### config.mk
export PLATFORM = sky130hd
export DESIGN_NAME = mem_port_arbiter
export DESIGN_NICKNAME = d
export VERILOG_FILES = /design/src/rtl/mem_port_arbiter.sv
export SDC_FILE = /design/constraint.sdc
export NUM_CORES = 1
export LEC_CHECK = 0
export ABC_AREA = 1
export CORE_ASPECT_RATIO = 0.7
export CORE_MARGIN = 5
export CORE_UTILIZATION = 24
export DETAILED_ROUTE_END_ITERATION = 6
export PLACE_DENSITY = 0.95
export SYNTH_ARGS = -nofsm -noshare
export SYNTH_HDL_FRONTEND = slang
export SYNTH_SLANG_ARGS = --single-unit
### constraint.sdc
create_clock -name clk -period 2.88 [get_ports clk]
set_input_delay 0.576 -clock clk [delete_from_list [all_inputs] [get_ports clk]]
set_output_delay 0.576 -clock clk [all_outputs]
set_load 0.01 [all_outputs]
### src/rtl/mem_port_arbiter.sv
// Shares one single-port memory between fetch (read-only) and load/store (read/write); command in the same cycle, read data one cycle after acceptance.
// Backpressure: per-master wait holds requests; grant is locked through memory wait-states. Optional fetch fairness: ARB_FAIRNESS_EN.
module mem_port_arbiter #(
    parameter int ADDR_W     = 16,
    parameter int DATA_W     = 16,
    parameter int STREAK_MAX = 4
) (
    input  logic              clk,
    input  logic              reset,
    input  logic [ADDR_W-1:0] i_f_addr,
    input  logic              i_f_rd,
    output logic              o_f_wait,
    output logic [DATA_W-1:0] o_f_rddata,
    output logic              o_f_rdvalid,
    input  logic [ADDR_W-1:0] i_ls_addr,
    input  logic              i_ls_rd,
    input  logic              i_ls_wr,
    input  logic [DATA_W-1:0] i_ls_wrdata,
    output logic              o_ls_wait,
    output logic [DATA_W-1:0] o_ls_rddata,
    output logic              o_ls_rdvalid,
    output logic [ADDR_W-1:0] o_mem_addr,
    output logic              o_mem_rd,
    output logic              o_mem_wr,
    output logic [DATA_W-1:0] o_mem_wrdata,
    input  logic              i_mem_waitrequest,
    input  logic [DATA_W-1:0] i_mem_rddata
);

    typedef enum logic [1:0] {
        ST_IDLE    = 2'd0,
        ST_HOLD_LS = 2'd1,
        ST_HOLD_F  = 2'd2
    } state_t;

    state_t state_q, state_d;
    logic   ret_f_q, ret_f_d;
    logic   ret_ls_q, ret_ls_d;
    logic   ls_req, ls_wr, ls_rd;
    logic   grant_ls, grant_f;
    logic   acc_ls, acc_f;
    logic   force_f;

    // A simultaneous read and write from load/store is treated as a write.
    assign ls_req = i_ls_rd | i_ls_wr;
    assign ls_wr  = i_ls_wr;
    assign ls_rd  = i_ls_rd & ~i_ls_wr;

`ifdef ARB_FAIRNESS_EN
    localparam int STREAK_W = $clog2(STREAK_MAX + 1);

    logic [STREAK_W-1:0] streak_q, streak_d;

    assign force_f = i_f_rd && (streak_q == STREAK_W'(STREAK_MAX));

    always_comb begin
        streak_d = streak_q;
        if (acc_f || !i_f_rd) begin
            streak_d = '0;
        end else if (acc_ls && (streak_q != STREAK_W'(STREAK_MAX))) begin
            streak_d = streak_q + 1'b1;
        end
    end

    always_ff @(posedge clk) begin
        if (reset) begin
            streak_q <= '0;
        end else begin
            streak_q <= streak_d;
        end
    end
`else
    assign force_f = 1'b0;
`endif

    always_comb begin
        state_d  = state_q;
        grant_ls = 1'b0;
        grant_f  = 1'b0;
        case (state_q)
            ST_IDLE: begin
                grant_ls = ls_req & ~force_f;
                grant_f  = i_f_rd & ~grant_ls;
                if (i_mem_waitrequest) begin
                    if (grant_ls) begin
                        state_d = ST_HOLD_LS;
                    end else if (grant_f) begin
                        state_d = ST_HOLD_F;
                    end
                end
            end
            ST_HOLD_LS: begin
                grant_ls = 1'b1;
                if (!i_mem_waitrequest) begin
                    state_d = ST_IDLE;
                end
            end
            ST_HOLD_F: begin
                grant_f = 1'b1;
                if (!i_mem_waitrequest) begin
                    state_d = ST_IDLE;
                end
            end
            default: state_d = ST_IDLE;
        endcase
    end

    assign acc_ls = grant_ls & ~i_mem_waitrequest;
    assign acc_f  = grant_f  & ~i_mem_waitrequest;

    // Return owner for the read accepted this cycle; writes leave both clear.
    assign ret_f_d  = acc_f  & i_f_rd;
    assign ret_ls_d = acc_ls & ls_rd;

    always_ff @(posedge clk) begin
        if (reset) begin
            state_q  <= ST_IDLE;
            ret_f_q  <= 1'b0;
            ret_ls_q <= 1'b0;
        end else begin
            state_q  <= state_d;
            ret_f_q  <= ret_f_d;
            ret_ls_q <= ret_ls_d;
        end
    end

    always_comb begin
        o_mem_addr   = grant_ls ? i_ls_addr : i_f_addr;
        o_mem_wrdata = i_ls_wrdata;
        o_mem_rd     = ~reset & ((grant_ls & ls_rd) | (grant_f & i_f_rd));
        o_mem_wr     = ~reset & grant_ls & ls_wr;
    end

    assign o_f_wait     = i_f_rd & ~acc_f;
    assign o_ls_wait    = ls_req & ~acc_ls;
    assign o_f_rddata   = i_mem_rddata;
    assign o_ls_rddata  = i_mem_rddata;
    // A pending return is dropped as soon as reset is seen.
    assign o_f_rdvalid  = ret_f_q  & ~reset;
    assign o_ls_rdvalid = ret_ls_q & ~reset;

endmodule

==> results by group <==
Worst setup path
  • Max FO, Critical Path: 7
  • R2R setup slack: around 1.6 ns
  • CP Launch Type: primary input
  • CP max-delay cell: clkdlybuf4s50_1
  • CP peak stage delay: between 0.5 and 0.6 ns
  • WP buf/inv: 4
  • Crit Path Class: in -> out
  • Crit-path cells: clkdlybuf4s50_1 > inv_2 > nand2_2 > nand2_4 > nand2_8 > buf_12 > nand2_1 > nand2_1 > clkdlybuf4s50_1
  • Critical Path AT: 2.20 ns
  • Delay-heaviest family, CP: buffers and inverters
  • Worst Path Required: 2.30 ns
  • Worst Setup End Kind: output pin

STA
  • RSZ-0062 raised after global routing: true
  • Final max-slew violation count: 0
  • Relative slew slack: between 80% and 90%
  • Worst-Margin Slew: between 0.2 and 0.3 ns
  • Crit path time final: between 2 and 3 ns
  • Final Skew: 0.00197 ns
  • Setup TNS: 0 ns
  • Setup violations, final: 0
  • Period utilisation layout: 96.5%
  • Hold Vio Cnt, Final: 0
  • Fmax: approximately 0.36 GHz

Logic synthesis
  • Post-synth net total: 221
  • Synthesized area per cell: roughly 6 um2
  • Mapped Area: between 800 and 900 um2
  • Mapped Cells: between 100 and 150
  • Synth unique cells: 15
  • Seq/Total Area, Yosys: 9.21%
  • Top post-synthesis cells by area: buf_4, nand2_1, dfxtp_1
  • Top cell type's share of synthesized area: 42.3%
  • Yosys Warn Count: 0
  • Yosys reg bits: 4
  • Leading area contributor after synthesis: buf_4

Drt
  • Total Wirelength: 2660 um
  • Post-DRT Antenna Nets: 0
  • Vias: 854
  • DR pass1 iterations: 4
  • DRC violations left: 0
  • WL per Instance: 12.5 um
  • Drt initial violations: 12
  • Vias per cell: 4.03

Pwr
  • Switching part of the total power: 34.7%
  • Sequential share of power: 12.7%
  • Power per cell area: 390 nW/um2
  • Peak supply drop: between 0.15 and 0.2 mV
  • P_sw: 0.167 mW
  • Power share of the clock group: 23.9%
  • Logic pwr share: 63.4%
  • Leakage power: 0.574 nW
  • Internal power: about 0.31 mW

Global route
  • Global route total overflow: 0
  • Largest net degree at the start of global routing: 18
  • Vias in the first global route: 870
  • Gr usage total: 10.1%
  • Global-route wire length before repair: 3750 um
  • Initial antenna violation count: 0

Placed design
  • Routability cong.: 0.749
  • Placed wire-length estimate: ~2200 um
  • Placed cells: ~210
  • IO Port Bufs: between 50 and 60

Clock tree
  • CTS tree: done
  • Sink Count: 4
  • Later-pin clock latency in the skew report: approximately 0.21 ns
  • Worst-path clk slew: 0.03 ns
  • CTS hold repair buffers: 0
  • Number of setup buffers added after CTS: 0
  • H-tree Lvls: 1
  • Cts repair resizes: 0
  • Number of buffers created by CTS: 3
  • Clock Tree Root: clkbuf_8
  • Clk buf depth: 2

Floorplanning
  • Initial Util: 24.8%
  • Site Rows: 18
  • Die height: 60.4 um
  • Boundary Pins: 140
  • Die area: roughly 4900 um2
  • Core area: 3510 um2
  • Die Wd: 81.9 um

Final layout
  • Fillcell total: 385
  • Diode count: 0
  • Nets: between 200 and 250
  • Final Non-Filler Cells: 212
  • FF/Latch Area: 80.1 um2
  • Multi-input gate area: 384 um2
  • Share of cells above drive strength 1: 6.79%
  • Commonest non-fill, non-tap cells in the layout: nand2_1, clkdlybuf4s50_1, inv_1
  • Synth-to-Final Area Change: 42.0%

Hold path
  • Worst min path class: reg -> reg

Outcome
  • Status: finished clean

Run
  • Max-cap violations: 0
==> cell usage after synthesis <==
library cell  number
a21oi_1            4
buf_4             49
buf_6              1
dfxtp_1            4
ha_1               3
inv_1             11
inv_2              1
inv_4              1
nand2_1           59
nand2_2            2
nand2_4            1
nand3_1            3
nor2_1             7
nor3_1             1
nor3_2             1
==> per-stage QoR <==
stage,total power [mW],setup WS [ns],instance area (um2),hold WS [ns],utilization [%]
after global placement,0.347,0.0778,1160,0.478,33.1
after CTS,0.472,0.0266,1200,0.484,34.3
after global routing,0.523,-0.0124,1230,0.521,35.1
after detailed placement,0.353,0.0276,1160,0.480,33.1
after floorplan,0.255,1.07,870,0.450,-
final,0.481,0.101,1230,0.483,35.1
==> state kept, by name, indices dropped and copies added, names as in the netlist <==
| signal | count |
|---|---|
| state_q | 2 |
| ret_f_q | 1 |
| ret_ls_q | 1 |
==> final cells by class <==
cell class	instances	area share, %
clock buffer	3	3.34
inverter	13	4.56
multi-input combinational	82	31.1
sequential	4	6.48
tap	50	5.07
timing repair buffer	60	49.4
==> layer usage <==
| metal | track usage [%] | wire length (um) | vias to the layer above |
|---|---|---|---|
| met5 | 0 | 0 | - |
| li1 | - | - | 424 |
| met3 | 8.46 | 508 | 6 |
| met1 | 8.79 | 903 | 362 |
| met4 | 6.40 | 36 | 0 |
| met2 | 16.0 | 1210 | 62 |
==> worst reg2reg max path, delay by kind of cell, from the launching register on <==
family	cells	cell delay, ns
DFF	1	0.34
and+or+nand+nor	4	0.28
adders and majority gates	1	0.27
buffers and inverters	2	0.16
AOI/OAI and AO/OA	1	0.05
==> power by group through the flow <==
stage,Sequential [mW],Clock (mW),Combinational [mW]
after global placement,0.0617,0,0.285
after floorplan,0.0613,0,0.194
after CTS,0.0611,0.119,0.292
after detailed placement,0.0618,0,0.291
final,0.0611,0.115,0.305
after global routing,0.0618,0.126,0.335
==> kinds of logic after synthesis <==
| family | share of synthesized area [%] |
|---|---|
| simple gates | 34.7 |
| buf+inv | 49.5 |
| flops | 9.21 |
| compound gates | 2.30 |
| fa+ha+maj | 4.32 |
==> path summary, 6_finish.rpt <==
| path | start | endpoint | cells past startpoint |
|---|---|---|---|
| max | i_ls_wr | o_mem_addr[4] | 9 |
| min | state_q[1] | state_q[1] | 2 |
| max reg2reg | state_q[0] | state_q[1] | 8 |
| min reg2reg | state_q[1] | state_q[1] | 2 |
No activity file was read; power rests on OpenSTA's default activity.
